===== config.mk =====
export PLATFORM = sky130hd
export DESIGN_NAME = pipe_ctrl
export DESIGN_NICKNAME = d
export VERILOG_FILES = /design/src/rtl/pipe_ctrl_pkg.sv /design/src/rtl/pipe_ctrl_depth.sv /design/src/rtl/pipe_ctrl.sv
export SDC_FILE = /design/constraint.sdc
export NUM_CORES = 1
export LEC_CHECK = 0
export ABC_CLOCK_PERIOD_IN_PS = 9100
export CORE_MARGIN = 4
export CORE_UTILIZATION = 52
export DETAILED_ROUTE_END_ITERATION = 16
export GPL_TIMING_DRIVEN = 0
export PLACE_DENSITY = 0.85
export SLEW_MARGIN = 30
export SYNTH_ARGS = -nofsm -noshare
export SYNTH_HDL_FRONTEND = slang
export SYNTH_SLANG_ARGS = --single-unit

===== constraint.sdc =====
create_clock -name clk -period 9.1 [get_ports clk]
set_input_delay 2.73 -clock clk [delete_from_list [all_inputs] [get_ports clk]]
set_output_delay 2.73 -clock clk [all_outputs]
set_load 0.02 [all_outputs]

===== src/rtl/pipe_ctrl_pkg.sv =====
// Shared defines for the pipeline controller: source indices, default depths,
// stall-bus width and the redirect payload.
package pipe_ctrl_pkg;

    localparam int unsigned NREQ_DEF    = 5;
    localparam int unsigned DEPTH_W_DEF = 3;
    localparam int unsigned STALL_BUS_W = 6;
    localparam int unsigned PC_W        = 32;
    localparam int unsigned HOLD_W      = 4;

    // Stall-request source indices
    localparam int unsigned EX   = 0;
    localparam int unsigned BRU  = 1;
    localparam int unsigned CP0  = 2;
    localparam int unsigned LOAD = 3;
    localparam int unsigned FIFO = 4;

    // Fields 4..0: fifo, load, cp0, bru, ex
    localparam logic [NREQ_DEF*DEPTH_W_DEF-1:0] REQ_DEPTH_DEF =
        {3'd1, 3'd2, 3'd3, 3'd3, 3'd4};

    typedef enum logic {
        FL_IDLE = 1'b0,
        FL_HOLD = 1'b1
    } flush_state_e;

    typedef struct packed {
        logic            flush;
        logic [PC_W-1:0] pc;
    } redirect_t;

endpackage


===== src/rtl/pipe_ctrl_depth.sv =====
// stall_depth_max: combinational max over the depth fields of all asserted
// stall requests, each field clamped to the number of stages.
module stall_depth_max
    import pipe_ctrl_pkg::*;
#(
    parameter int unsigned NREQ    = NREQ_DEF,
    parameter int unsigned DEPTH_W = DEPTH_W_DEF,
    parameter int unsigned STAGES  = STALL_BUS_W,
    parameter logic [NREQ*DEPTH_W-1:0] REQ_DEPTH = REQ_DEPTH_DEF,
    parameter int unsigned DEP_W   = $clog2(STAGES + 1)
) (
    input  logic [NREQ-1:0]  req_i,
    output logic [DEP_W-1:0] depth_o
);

    function automatic logic [DEP_W-1:0] clamp_f(input logic [DEPTH_W-1:0] f);
        if (32'(f) > STAGES) begin
            return DEP_W'(STAGES);
        end
        return DEP_W'(f);
    endfunction

    always_comb begin
        depth_o = '0;
        for (int i = 0; i < NREQ; i++) begin
            if (req_i[i] && (clamp_f(REQ_DEPTH[i*DEPTH_W +: DEPTH_W]) > depth_o)) begin
                depth_o = clamp_f(REQ_DEPTH[i*DEPTH_W +: DEPTH_W]);
            end
        end
    end

endmodule


===== src/rtl/pipe_ctrl.sv =====
// Pipeline stall/flush controller: thermometer stall vector from prioritised
// requests, held redirect flush, saturating stall statistics and watchdog.
module pipe_ctrl
    import pipe_ctrl_pkg::*;
#(
    parameter int unsigned STAGES     = STALL_BUS_W,
    parameter int unsigned NREQ       = NREQ_DEF,
    parameter int unsigned DEPTH_W    = DEPTH_W_DEF,
    parameter logic [NREQ*DEPTH_W-1:0] REQ_DEPTH = REQ_DEPTH_DEF,
    parameter int unsigned FLUSH_HOLD = 1,
    parameter int unsigned WDOG       = 1024,
    parameter int unsigned CNT_W      = 32
) (
    input  logic              clk,
    input  logic              rst,
    input  logic [NREQ-1:0]   stall_req,
    input  logic              excp_valid,
    input  logic [PC_W-1:0]   excp_pc,
    input  logic              dbg_halt,
    input  logic              stat_clr,
    output logic [STAGES-1:0] stall,
    output logic              flush,
    output logic [PC_W-1:0]   new_pc,
    output logic [CNT_W-1:0]  stall_cnt,
    output logic              wdog_err
);

    localparam int unsigned DEP_W = $clog2(STAGES + 1);
    localparam int unsigned RUN_W = $clog2(WDOG + 1);

    flush_state_e      state_q;
    logic [HOLD_W-1:0] hold_q;
    logic [PC_W-1:0]   pc_q;
    redirect_t         redir;

    logic [DEP_W-1:0]  depth;
    logic [STAGES-1:0] therm;
    logic              stall_any;

    logic [CNT_W-1:0]  cnt_q, cnt_d;
    logic [RUN_W-1:0]  run_q, run_d;
    logic              wdog_q, wdog_d;

    stall_depth_max #(
        .NREQ      (NREQ),
        .DEPTH_W   (DEPTH_W),
        .STAGES    (STAGES),
        .REQ_DEPTH (REQ_DEPTH),
        .DEP_W     (DEP_W)
    ) u_depth (
        .req_i   (stall_req),
        .depth_o (depth)
    );

    // Flush-hold FSM: a new redirect always reloads the hold and the latched PC
    always_ff @(posedge clk or negedge rst) begin
        if (!rst) begin
            state_q <= FL_IDLE;
            hold_q  <= '0;
            pc_q    <= '0;
        end else if (excp_valid) begin
            pc_q    <= excp_pc;
            hold_q  <= HOLD_W'(FLUSH_HOLD - 1);
            state_q <= (FLUSH_HOLD > 1) ? FL_HOLD : FL_IDLE;
        end else if (state_q == FL_HOLD) begin
            hold_q <= hold_q - HOLD_W'(1);
            if (hold_q == HOLD_W'(1)) begin
                state_q <= FL_IDLE;
            end
        end
    end

    always_comb begin
        redir = '0;
        if (excp_valid) begin
            redir = '{flush: 1'b1, pc: excp_pc};
        end else if (state_q == FL_HOLD) begin
            redir = '{flush: 1'b1, pc: pc_q};
        end
        if (!rst) begin
            redir = '0;
        end
    end

    assign flush  = redir.flush;
    assign new_pc = redir.pc;

    // Flush overrides debug halt, which overrides the request-derived depth
    always_comb begin
        therm = '0;
        for (int i = 0; i < STAGES; i++) begin
            therm[i] = (DEP_W'(i) < depth);
        end
        if (!rst || redir.flush) begin
            stall = '0;
        end else if (dbg_halt) begin
            stall = '1;
        end else begin
            stall = therm;
        end
    end

    assign stall_any = |stall;

    always_comb begin
        cnt_d  = cnt_q;
        run_d  = run_q;
        wdog_d = wdog_q;
        if (stat_clr) begin
            cnt_d  = '0;
            run_d  = '0;
            wdog_d = 1'b0;
        end else begin
            if (stall_any && (cnt_q != '1)) begin
                cnt_d = cnt_q + CNT_W'(1);
            end
            // Halted cycles neither extend nor break a stall run
            if (!stall_any) begin
                run_d = '0;
            end else if (!dbg_halt && (run_q != RUN_W'(WDOG))) begin
                run_d = run_q + RUN_W'(1);
            end
            if (run_d == RUN_W'(WDOG)) begin
                wdog_d = 1'b1;
            end
        end
    end

    always_ff @(posedge clk or negedge rst) begin
        if (!rst) begin
            cnt_q  <= '0;
            run_q  <= '0;
            wdog_q <= 1'b0;
        end else begin
            cnt_q  <= cnt_d;
            run_q  <= run_d;
            wdog_q <= wdog_d;
        end
    end

    assign stall_cnt = cnt_q;
    assign wdog_err  = wdog_q;

endmodule


# Word-level counts from Yosys, hierarchy flattened
# Index checks and enable logic that the tools add are counted.
op_classes:
  add_sub_neg: 3
  magnitude_cmp: 10
  eq_ne: 4
  muxes: 23
  reduce_logical: 13
ops:
  columns: ["operator", "n"]
  rows:
  - ["2-to-1 mux 33 bit", 3]
  - ["2-to-1 mux 32 bit", 2]
  - ["2-to-1 mux 11 bit", 4]
  - ["adder 32 x 1 -> 32 bit, second input constant", 1]
  - ["!= test 32 bit, second input constant", 1]
  - ["2-to-1 mux 3 bit", 5]
  - ["2-to-1 mux 6 bit", 2]
  - ["adder 11 x 1 -> 11 bit, second input constant", 1]
  - ["equality test 11 bit, second input constant", 1]
  - ["!= test 11 bit, second input constant", 1]
  - ["greater-than comparator 2 x 3 -> 1 bit, first input constant", 3]
  - ["2-to-1 mux 4 bit", 2]
  - ["logical AND 1 bit", 6]
  - ["< comparator 1 x 3 -> 1 bit, first input constant", 2]
  - ["< comparator 2 x 3 -> 1 bit, first input constant", 2]
  - ["< comparator 3 bit, first input constant", 2]
  - ["nonzero test 2 bit", 3]
  - ["OR reduction 6 bit", 1]
  - ["2-to-1 mux 1 bit", 5]
  - ["equality test 4 x 1 -> 1 bit, second input constant", 1]
  - ["subtractor 4 x 1 -> 4 bit, second input constant", 1]
  - ["greater-than comparator 1 x 3 -> 1 bit, first input constant", 1]
  - ["zero test 1 bit", 2]
  - ["logical OR 1 bit", 1]
word_totals:
  ff_bits: 81
  input_bits: 42
  output_inout_bits: 72
  wordCells: 59

# Longest topological paths before layout
# Gate-level depths: netlist of run 1.
depth:
  depth_word: 22
  mapped_depth: 8
  depth_no_buf: 8

# By module
# From an unflattened synthesis of run 1, not the netlist that was laid out.
unflattened:
  hier_cells: 422
  hier_area_um2: 4231.6
modules_own_cells:
  columns: ["mod", "instances", "cells_each", "area_per_inst_um2", "seq_area_each_um2"]
  rows:
  - ["pipe_ctrl", 1, 416, 4204.0, 2026.9]
  - ["stall_depth_max", 1, 6, 27.5, 0.0]

# Worst setup path before layout of run 1
# OpenSTA, ideal clock, no wires.
synth_timing:
  path_kind: "input-to-output"
  startpoint: "input port stall_req[1]"
  endpoint: "output port stall[0]"
  arrival_time_ns: 3.966
  required_ns: 6.370
  slack_ns: 2.404
  cell_stages: 4
  n_path_buf: 1
  cell_sequence: "or4_4 -> o311ai_4 -> inv_2 -> buf_2"
synth_between:
  elab_chain_len: 14
synth_lines:
  columns: ["item", "line_no", "rtl"]
  rows:
  - ["start: declaration", "pipe_ctrl.sv:16", "input logic [NREQ-1:0] stall_req,"]
  - ["logical AND 1 bit (*)", "pipe_ctrl_depth.sv:26", "if (req_i[i] && (clamp_f(REQ_DEPTH[i*DEPTH_W +: DEPTH_W]) > depth_o)) begin"]
  - ["2-to-1 mux 3 bit (*)", "pipe_ctrl_depth.sv:26", null]
  - ["greater-than comparator 2 x 3 -> 1 bit", "pipe_ctrl_depth.sv:26", null]
  - ["logical AND 1 bit", "pipe_ctrl_depth.sv:26", null]
  - ["2-to-1 mux 3 bit (*)", "pipe_ctrl_depth.sv:26", null]
  - ["greater-than comparator 2 x 3 -> 1 bit", "pipe_ctrl_depth.sv:26", null]
  - ["logical AND 1 bit", "pipe_ctrl_depth.sv:26", null]
  - ["2-to-1 mux 3 bit (*)", "pipe_ctrl_depth.sv:26", null]
  - ["greater-than comparator 1 x 3 -> 1 bit", "pipe_ctrl_depth.sv:26", null]
  - ["logical AND 1 bit", "pipe_ctrl_depth.sv:26", null]
  - ["2-to-1 mux 3 bit (*)", "pipe_ctrl_depth.sv:26", null]
  - ["< comparator 1 x 3 -> 1 bit (*)", "pipe_ctrl.sv:92", "therm[i] = (DEP_W'(i) < depth);"]
  - ["2-to-1 mux 6 bit (*)", "pipe_ctrl.sv:96", "end else if (dbg_halt) begin"]
  - ["2-to-1 mux 6 bit (*)", "pipe_ctrl.sv:94", "if (!rst || redir.flush) begin"]
  - ["end: declaration", "pipe_ctrl.sv:21", "output logic [STAGES-1:0] stall,"]
# Every way passes the cells marked *; elsewhere a longest branch is shown, timed or not.

# Worst setup path after layout of run 1
layout_timing:
  startpoint: "input port excp_valid"
  endpoint: "output port new_pc[31]"
layout_between:
  elab_chain_len: 2
layout_lines:
  columns: ["item", "line_no", "rtl"]
  rows:
  - ["start: declaration", "pipe_ctrl.sv:17", "input logic excp_valid,"]
  - ["2-to-1 mux 33 bit", "pipe_ctrl.sv:75", "if (excp_valid) begin"]
  - ["2-to-1 mux 33 bit", "pipe_ctrl.sv:80", "if (!rst) begin"]
  - ["end: declaration", "pipe_ctrl.sv:23", "output logic [PC_W-1:0] new_pc,"]
# No other way between the ends.

==> results.txt, run 1 <==
* Worst Hold Slack: about 500 ps
- The finished layout holds 636 standard cells, fillers aside.
- Entering global routing, the biggest net connects 74 pins.
* CTS Buffer Depth: 2
- Synth top cells by count: sky130_fd_sc_hd__dfrtp_1, sky130_fd_sc_hd__nor2_1, sky130_fd_sc_hd__nor2b_1, sky130_fd_sc_hd__mux2_2, sky130_fd_sc_hd__xnor2_1
- Setup repair after global routing left no endpoint under its margin.
- Row generation in the floorplan step produced 32 rows.
- In the global route stage, overall resource usage came out at 0.212.
- CTS built an H-tree with a depth of 3.
- The number of hold-slack violations in the final timing report came to 0.
* Maximum clock frequency: ~130 MHz
* Syn Inst Count: between 400 and 500
* Switching power: around 0.18 mW
- Counting every net in the synthesized netlist gives between 400 and 500.
- Met1 Wirelength: ~4200 um
* Reg-to-Reg Start: stall_cnt[2]
- At the pin with the least slew margin, the transition time is approximately 900 ps.
- Data on the critical path arrives at its endpoint at between 5000 and 6000 ps.
* Post-CTS Hold Buffers: 0
- Yosys Warn Count: 0
- Prevailing post-synth register cell: sky130_fd_sc_hd__dfrtp_1
- The worst hold path begins at pc_q[14].
- Of all nets on the critical path, the largest fanout is 10.
- Yosys mapped the design onto 37 distinct sky130hd cell types.
- By area the synthesized netlist is led by sky130_fd_sc_hd__dfrtp_1, sky130_fd_sc_hd__mux2_2, sky130_fd_sc_hd__nor2_1.
- The share of total power dissipated in combinational logic is 0.129.
- At the later pin of the worst-skew pair, clock insertion delay measures between 300 and 400 ps.
- For this design, the sink count on the clock tree is 81.
- Total number of vias: around 3400
* Routed length on met2: between 4000 and 5000 um
* Net count of the finished layout: 576
- The mapped netlist covers about 0.0041 mm2.
* Number of setup buffers added after CTS: 0
* Post-detailed-routing wire length: ~10000 um
- The tightest min-delay check is of the flop to flop type.
- The worst pin sits at a relative slew slack of 0.396.
* Global-route wire length before repair: roughly 16000 um
- At the end of routability-driven placement, the weighted congestion stood at approximately 0.83.
- The number of pins exceeding their max-slew limit in the final report came to 0.
- Counting flops with an async set or reset pin after synthesis yields a share of 1.00.
- Vertical extent of the die: around 97 um
- 0 antenna diodes ended up in the layout.
- The area growth from synthesis to layout is 36.7%.
- The number of clock buffers added by TritonCTS is 9.
* Number of global-route vias before repair: around 3500
- Most used standard cell by instance count after synthesis: sky130_fd_sc_hd__dfrtp_1
- Length of routed met3 wiring: approximately 700 um
* # DRC: 0
* Launch point of the worst path: excp_valid
- The number of antenna violations at the first check in global routing came to 0.
* Setup crit start kind: primary input
* Required time reported for the critical path endpoint: 6370 ps
* Share of layout cells above drive strength 1: 0.116
- After floorplanning, the core was sized to cover slightly below 0.008 mm2.
- The internal power of the cells totals 0.617 mW.
* Post_cts resized: 0
- Summing internal, switching and leakage power gives about 0.8 mW.
- Once placement completed, the tool counted placed cells totaling 620.
- In the final routed layout, each cell accounts on average for between 15 and 20 um.
- Net switching share of the total power: 0.229
* Count of flip-flops with a built-in enable after synthesis: 0
- Measured along the x axis, the die boundary spans just under 100 um.
- In this run the tool buffered the top-level ports with 112 buffer cells.
- The total overflow left after global routing is 0.
- Vias per inst: 5.37
- TritonCTS built the clock tree.
- The detail route stage leaves a number of antenna-violating nets equal to 0.
- FF+latch count, synth: 81
- Setup Total Neg Slack: 0 ps
- Measured on the finished design, the core utilization comes to 0.734.
- Portion of the clock cycle consumed by the worst path in the final layout: 0.874
- Clock-pin slew of the registers on the worst-case setup and hold paths: approximately 70 ps
- Power share of the clock group: 0.398
* Synthesized area per cell: slightly above 10 um2
- Dominant cell type by area after synthesis: sky130_fd_sc_hd__dfrtp_1
- Area fraction of the dominant cell type after synthesis: 0.489
- Worst Path Class, Setup: primary input to primary output
- Status: finished, final reports clean
- Clock skew on the completed layout was measured at roughly 10 ps.
- Leakage: approximately 2.2 nW
- Of the total power, registers draw 0.473.
- Max-cap violations in this run came to 0.
- For this run, the register share of the synthesized area comes to 0.489.
* Period minus WS final: between 7000 and 8000 ps
* Clock Tree Root: sky130_fd_sc_hd__clkbuf_8
- VDD sags by at most ~0.000094 V.
- For this design the top-level I/O count stands at ~110.
* DR top layer: met4
* Placed wire-length estimate: 7320 um
- Setup violations remaining at the end of the flow were counted as 0.
* Number of detailed-routing iterations run before antenna repair: 4
- Effective utilization at floorplan: 0.537
- Pwr dens: 141 mW/mm2
- The floorplan step defined a die boundary enclosing ~0.0095 mm2.
- The first routing iteration left about 140 violations.
- The worst setup path is captured at a primary output.
## layout by cell type, fill, tap and decap left out, types with 5 or more instances in the layout
cell type,Yosys,layout
sky130_fd_sc_hd__clkbuf_1,10,11
sky130_fd_sc_hd__xor2_1,21,21
sky130_fd_sc_hd__a21oi_1,5,5
sky130_fd_sc_hd__nand3_1,14,14
sky130_fd_sc_hd__xnor2_1,25,25
sky130_fd_sc_hd__nand4_1,16,16
sky130_fd_sc_hd__inv_1,8,8
sky130_fd_sc_hd__mux2_2,31,31
sky130_fd_sc_hd__nor4b_1,8,8
sky130_fd_sc_hd__nand2_1,17,17
sky130_fd_sc_hd__clkbuf_8,0,10
sky130_fd_sc_hd__nor3_1,11,11
sky130_fd_sc_hd__nor2_1,64,64
sky130_fd_sc_hd__clkdlybuf4s50_1,0,111
sky130_fd_sc_hd__buf_2,5,5
sky130_fd_sc_hd__and3_1,5,5
sky130_fd_sc_hd__nor2b_1,33,33
sky130_fd_sc_hd__ha_1,5,5
sky130_fd_sc_hd__dfrtp_1,81,81
sky130_fd_sc_hd__and4_1,7,7
## registers in the layout, indices dropped and copies added, names as in the netlist
register and cells:
pc_q 32, stall_cnt 32, run_q 11, hold_q 4, state_q 1, wdog_err 1
## final cells by class
cell class                      instances  area (um2)
Buffer                                 19        77.6
Clock buffer                           11         141
Clock inverter                          5         103
Fill cell                             533        2060
Inverter                                9        33.8
Multi-Input combinational cell        296        2010
Sequential cell                        81        2030
Tap cell                              102         128
Timing Repair Buffer                  113        1150
## layer usage
layer  up-vias  track usage
met5         -            0
met4         0       0.0671
met3        12       0.0639
met2       120        0.353
met1      1645        0.265
li1       1636            -
## power groups by stage
stage / sequential [mW] / combinational (mW) / clock, mW
CTS: 0.379 / 0.105 / 0.323
detailed placement: 0.386 / 0.103 / 0
finish: 0.379 / 0.103 / 0.318
global route: 0.380 / 0.112 / 0.338
global placement: 0.385 / 0.0998 / 0
floorplan: 0.385 / 0.0493 / 0
## critical path: stages
cell and delay, ps:
sky130_fd_sc_hd__clkdlybuf4s50_1 520, sky130_fd_sc_hd__buf_1 420, sky130_fd_sc_hd__buf_1 430, sky130_fd_sc_hd__mux2_2 400, sky130_fd_sc_hd__nor2b_1 140, sky130_fd_sc_hd__clkdlybuf4s50_1 560
## through the flow
step	setup WS [ps]	cell area [um2]
2_1_floorplan	2400	4150
3_3_place_gp	-1760	5400
3_5_place_dp	1150	5430
4_1_cts	1130	5670
5_1_grt	1000	5670
6_report	1150	5670
## cells by family after synthesis
group / after synthesis / share of synthesized area
AOI/OAI and AO/OA: 19 / 0.0353
xor gates and xnor gates: 46 / 0.0971
adders and majority gates: 5 / 0.0151
buffers and inverters: 28 / 0.0268
DFF: 81 / 0.489
muxes: 31 / 0.0841
and+or+nand+nor: 195 / 0.253
## worst paths after layout
kind,end,slack [ps],depth (start not counted)
max in group asynchronous,pc_q[20],6340,2
worst max register to register,stall_cnt[12],6730,6
min in group asynchronous,stall_cnt[6],2190,1
worst min register to register,pc_q[14],500,1
worst min-delay path,pc_q[14],500,1
worst max-delay path,new_pc[31],1150,6
(Power assumes the default switching activity.)
==> inputs of run 2 (changes only) <==
--- a/config.mk
+++ b/config.mk
@@ -11,7 +11,7 @@
 export DETAILED_ROUTE_END_ITERATION = 16
 export GPL_TIMING_DRIVEN = 0
 export PLACE_DENSITY = 0.85
-export SLEW_MARGIN = 30
+export SLEW_MARGIN = 20
 export SYNTH_ARGS = -nofsm -noshare
 export SYNTH_HDL_FRONTEND = slang
 export SYNTH_SLANG_ARGS = --single-unit
==> results.txt, run 2 (synthesis results as in run 1) <==
- Power spread over the standard cell area amounts to roughly 140 mW/mm2.
- Cells after DPL: 620
- In this run the tightest slew margin relative to its limit is 0.390.
* Net count of the finished layout: around 580
- Number of pins exceeding their max-slew limit in the final report: 0
- The root buffer cell chosen for the clock tree is sky130_fd_sc_hd__clkbuf_8.
- Maximum fanout count along the critical path: 10
* Share of layout cells above drive strength 1: 0.114
- The count of nets left with antenna violations once routing finished came out at 0.
* Later-pin clock latency in the skew report: approximately 360 ps
- The routed layout has about 3400 vias.
- Filler Cell Count: 540
- Along the worst hold path, the cell count comes to 1.
- Clock Sink Count: slightly above 80
- Cell with the largest stage delay on the worst path: sky130_fd_sc_hd__clkdlybuf4s50_1
* Max-cap violations: 0
* Number of detailed-routing iterations run before antenna repair: 5
- Post-detailed-routing wire length: between 10000 and 15000 um
- Clock-pin slew was measured on the worst setup and hold paths at 80 ps.
* Number of global-route vias before repair: 3520
* Worst vdd rail ir drop: roughly 0.000094 V
* CTS Buf Count: 9
* # DRC: 0
- The number of hold-slack violations in the final timing report came to 0.
* Total setup violations reported at the end of the flow: 0
- Inserted Diodes: 0
- Dividing the detail-routed wire length by the instance count gives 15.9 um.
- The number of antenna violations at the first check in global routing is 0.
* Ordered list of cells on the worst path: clkdlybuf4s50_1 > buf_1 > buf_1 > mux2_2 > nor2b_1 > clkdlybuf4s50_1
- Worst Clk Skew: between 9 and 10 ps
- Final core utilization: 0.728
- Area used by multi-input combinational logic: ~0.0020 mm2
* Global-route wire length before repair: 16800 um
- Setup repair after global routing left no endpoint under its margin.
- Tightest Pin Transition: around 910 ps
* Post_cts resized: 0
- Core area: 0.00773 mm2
* Kind of end point of the critical path: primary output
- Placed wire-length estimate: 7400 um
* Highest-count cells in the layout ignoring fill and taps: sky130_fd_sc_hd__clkdlybuf4s50_1, sky130_fd_sc_hd__dfrtp_1, sky130_fd_sc_hd__nor2_1
- Vias per inst: around 5.4
* R2R depth: 6
* Total die area: 0.00947 mm2
* Total congestion overflow: 0
* Combined flip-flop and latch cell area: 0.00203 mm2
- 114 I/O pins were placed.
* Global-route usage over all layers: 0.216
* Effective utilization at floorplan: 0.537
* Level count of the clock H-tree: 3
- After clock tree synthesis, the setup repair step added 0 buffers.
* Post-CTS Hold Buffers: 0
- Entering global routing, the biggest net connects 54 pins.
* P&R area growth vs syn: 35.6%
- PortBufs: approximately 110
* Required time reported for the critical path endpoint: roughly 6400 ps
- Setup crit start kind: primary input
- The die is 97.3 um tall.
- Status: finished, final reports clean
* Worst Path Class, Setup: primary input to primary output
- The congestion estimate from routability-driven global placement came to about 0.83.
- Most frequent standard cell in the layout excluding fill and tap cells: sky130_fd_sc_hd__clkdlybuf4s50_1
- In this run the worst hold path is classified as flop to flop.
* Initial DRC count: about 140
- TritonCTS built the clock tree.
* Leakage: around 2.2 nW
- Critical path's top delay family: buffers and inverters
* Number of standard-cell rows in the floorplan: 32
* Critical path buffer and inverter count: 4
- Largest incremental delay on the critical path: roughly 560 ps
* Period minus WS final: 7940 ps
- In this run the horizontal extent of the chip is 97.3 um.
- Once layout is complete, the cells apart from fillers number 635.
* Worst endpoint data arrival time: 5210 ps
* Number of gates on the worst path with buffers counted: 6
- Dividing the final minimum period by the clock period gives 0.873.
- Maximum clock frequency: 126 MHz
- The clock passes through at most 2 buffers.
[run 2: worst reg2reg max path, delay by kind of cell, from the launching register on]
kind / cells / cell delay (ps)
xor+xnor: 1 / 210
simple gates: 5 / 1580
flops: 1 / 450
[run 2: worst paths after layout]
check / to / startpoint / slack (ps)
max: new_pc[31] / excp_valid / 1160
min in group asynchronous: stall_cnt[7] / rst / 2400
min: pc_q[25] / pc_q[25] / 500
max in group asynchronous: pc_q[14] / rst / 6070
min reg2reg: pc_q[25] / pc_q[25] / 500
max reg2reg: stall_cnt[12] / stall_cnt[2] / 6730
[run 2: where the power goes]
part | leakage [nW] | internal [mW] | total (mW) | switching (mW)
Sequential | 1.06 | 0.374 | 0.379 | 0.00460
Clock | 0.102 | 0.153 | 0.284 | 0.131
Combinational | 1.04 | 0.0529 | 0.103 | 0.0497
Total | 2.21 | 0.580 | 0.766 | 0.185
[run 2: through the flow]
stage,setup TNS (ps),power [mW],cell area [um2],worst slack [ps],hold slack [ps]
2_1_floorplan,0,0.434,4150,2400,466
3_3_place_gp,-60750,0.485,5400,-1760,473
3_5_place_dp,0,0.489,5420,1140,479
4_1_cts,0,0.771,5620,1140,499
5_1_grt,0,0.797,5620,986,505
6_report,0,0.766,5620,1160,496
[run 2: final cells by class]
cell class                 count  area share
clock buffer                  10      0.0227
clock inverter                 5      0.0145
buffer                        19      0.0138
tap                          102      0.0227
sequential                    81       0.360
timing repair buffer         113       0.202
multi-input combinational    296       0.358
inverter                       9     0.00601
[run 2: metal layers]
metal,vias up,track usage,routed length [um]
met5,-,0,0
met4,0,0.0628,121
met3,10,0.0560,669
met2,106,0.361,5090
met1,1678,0.278,4220
li1,1631,-,-
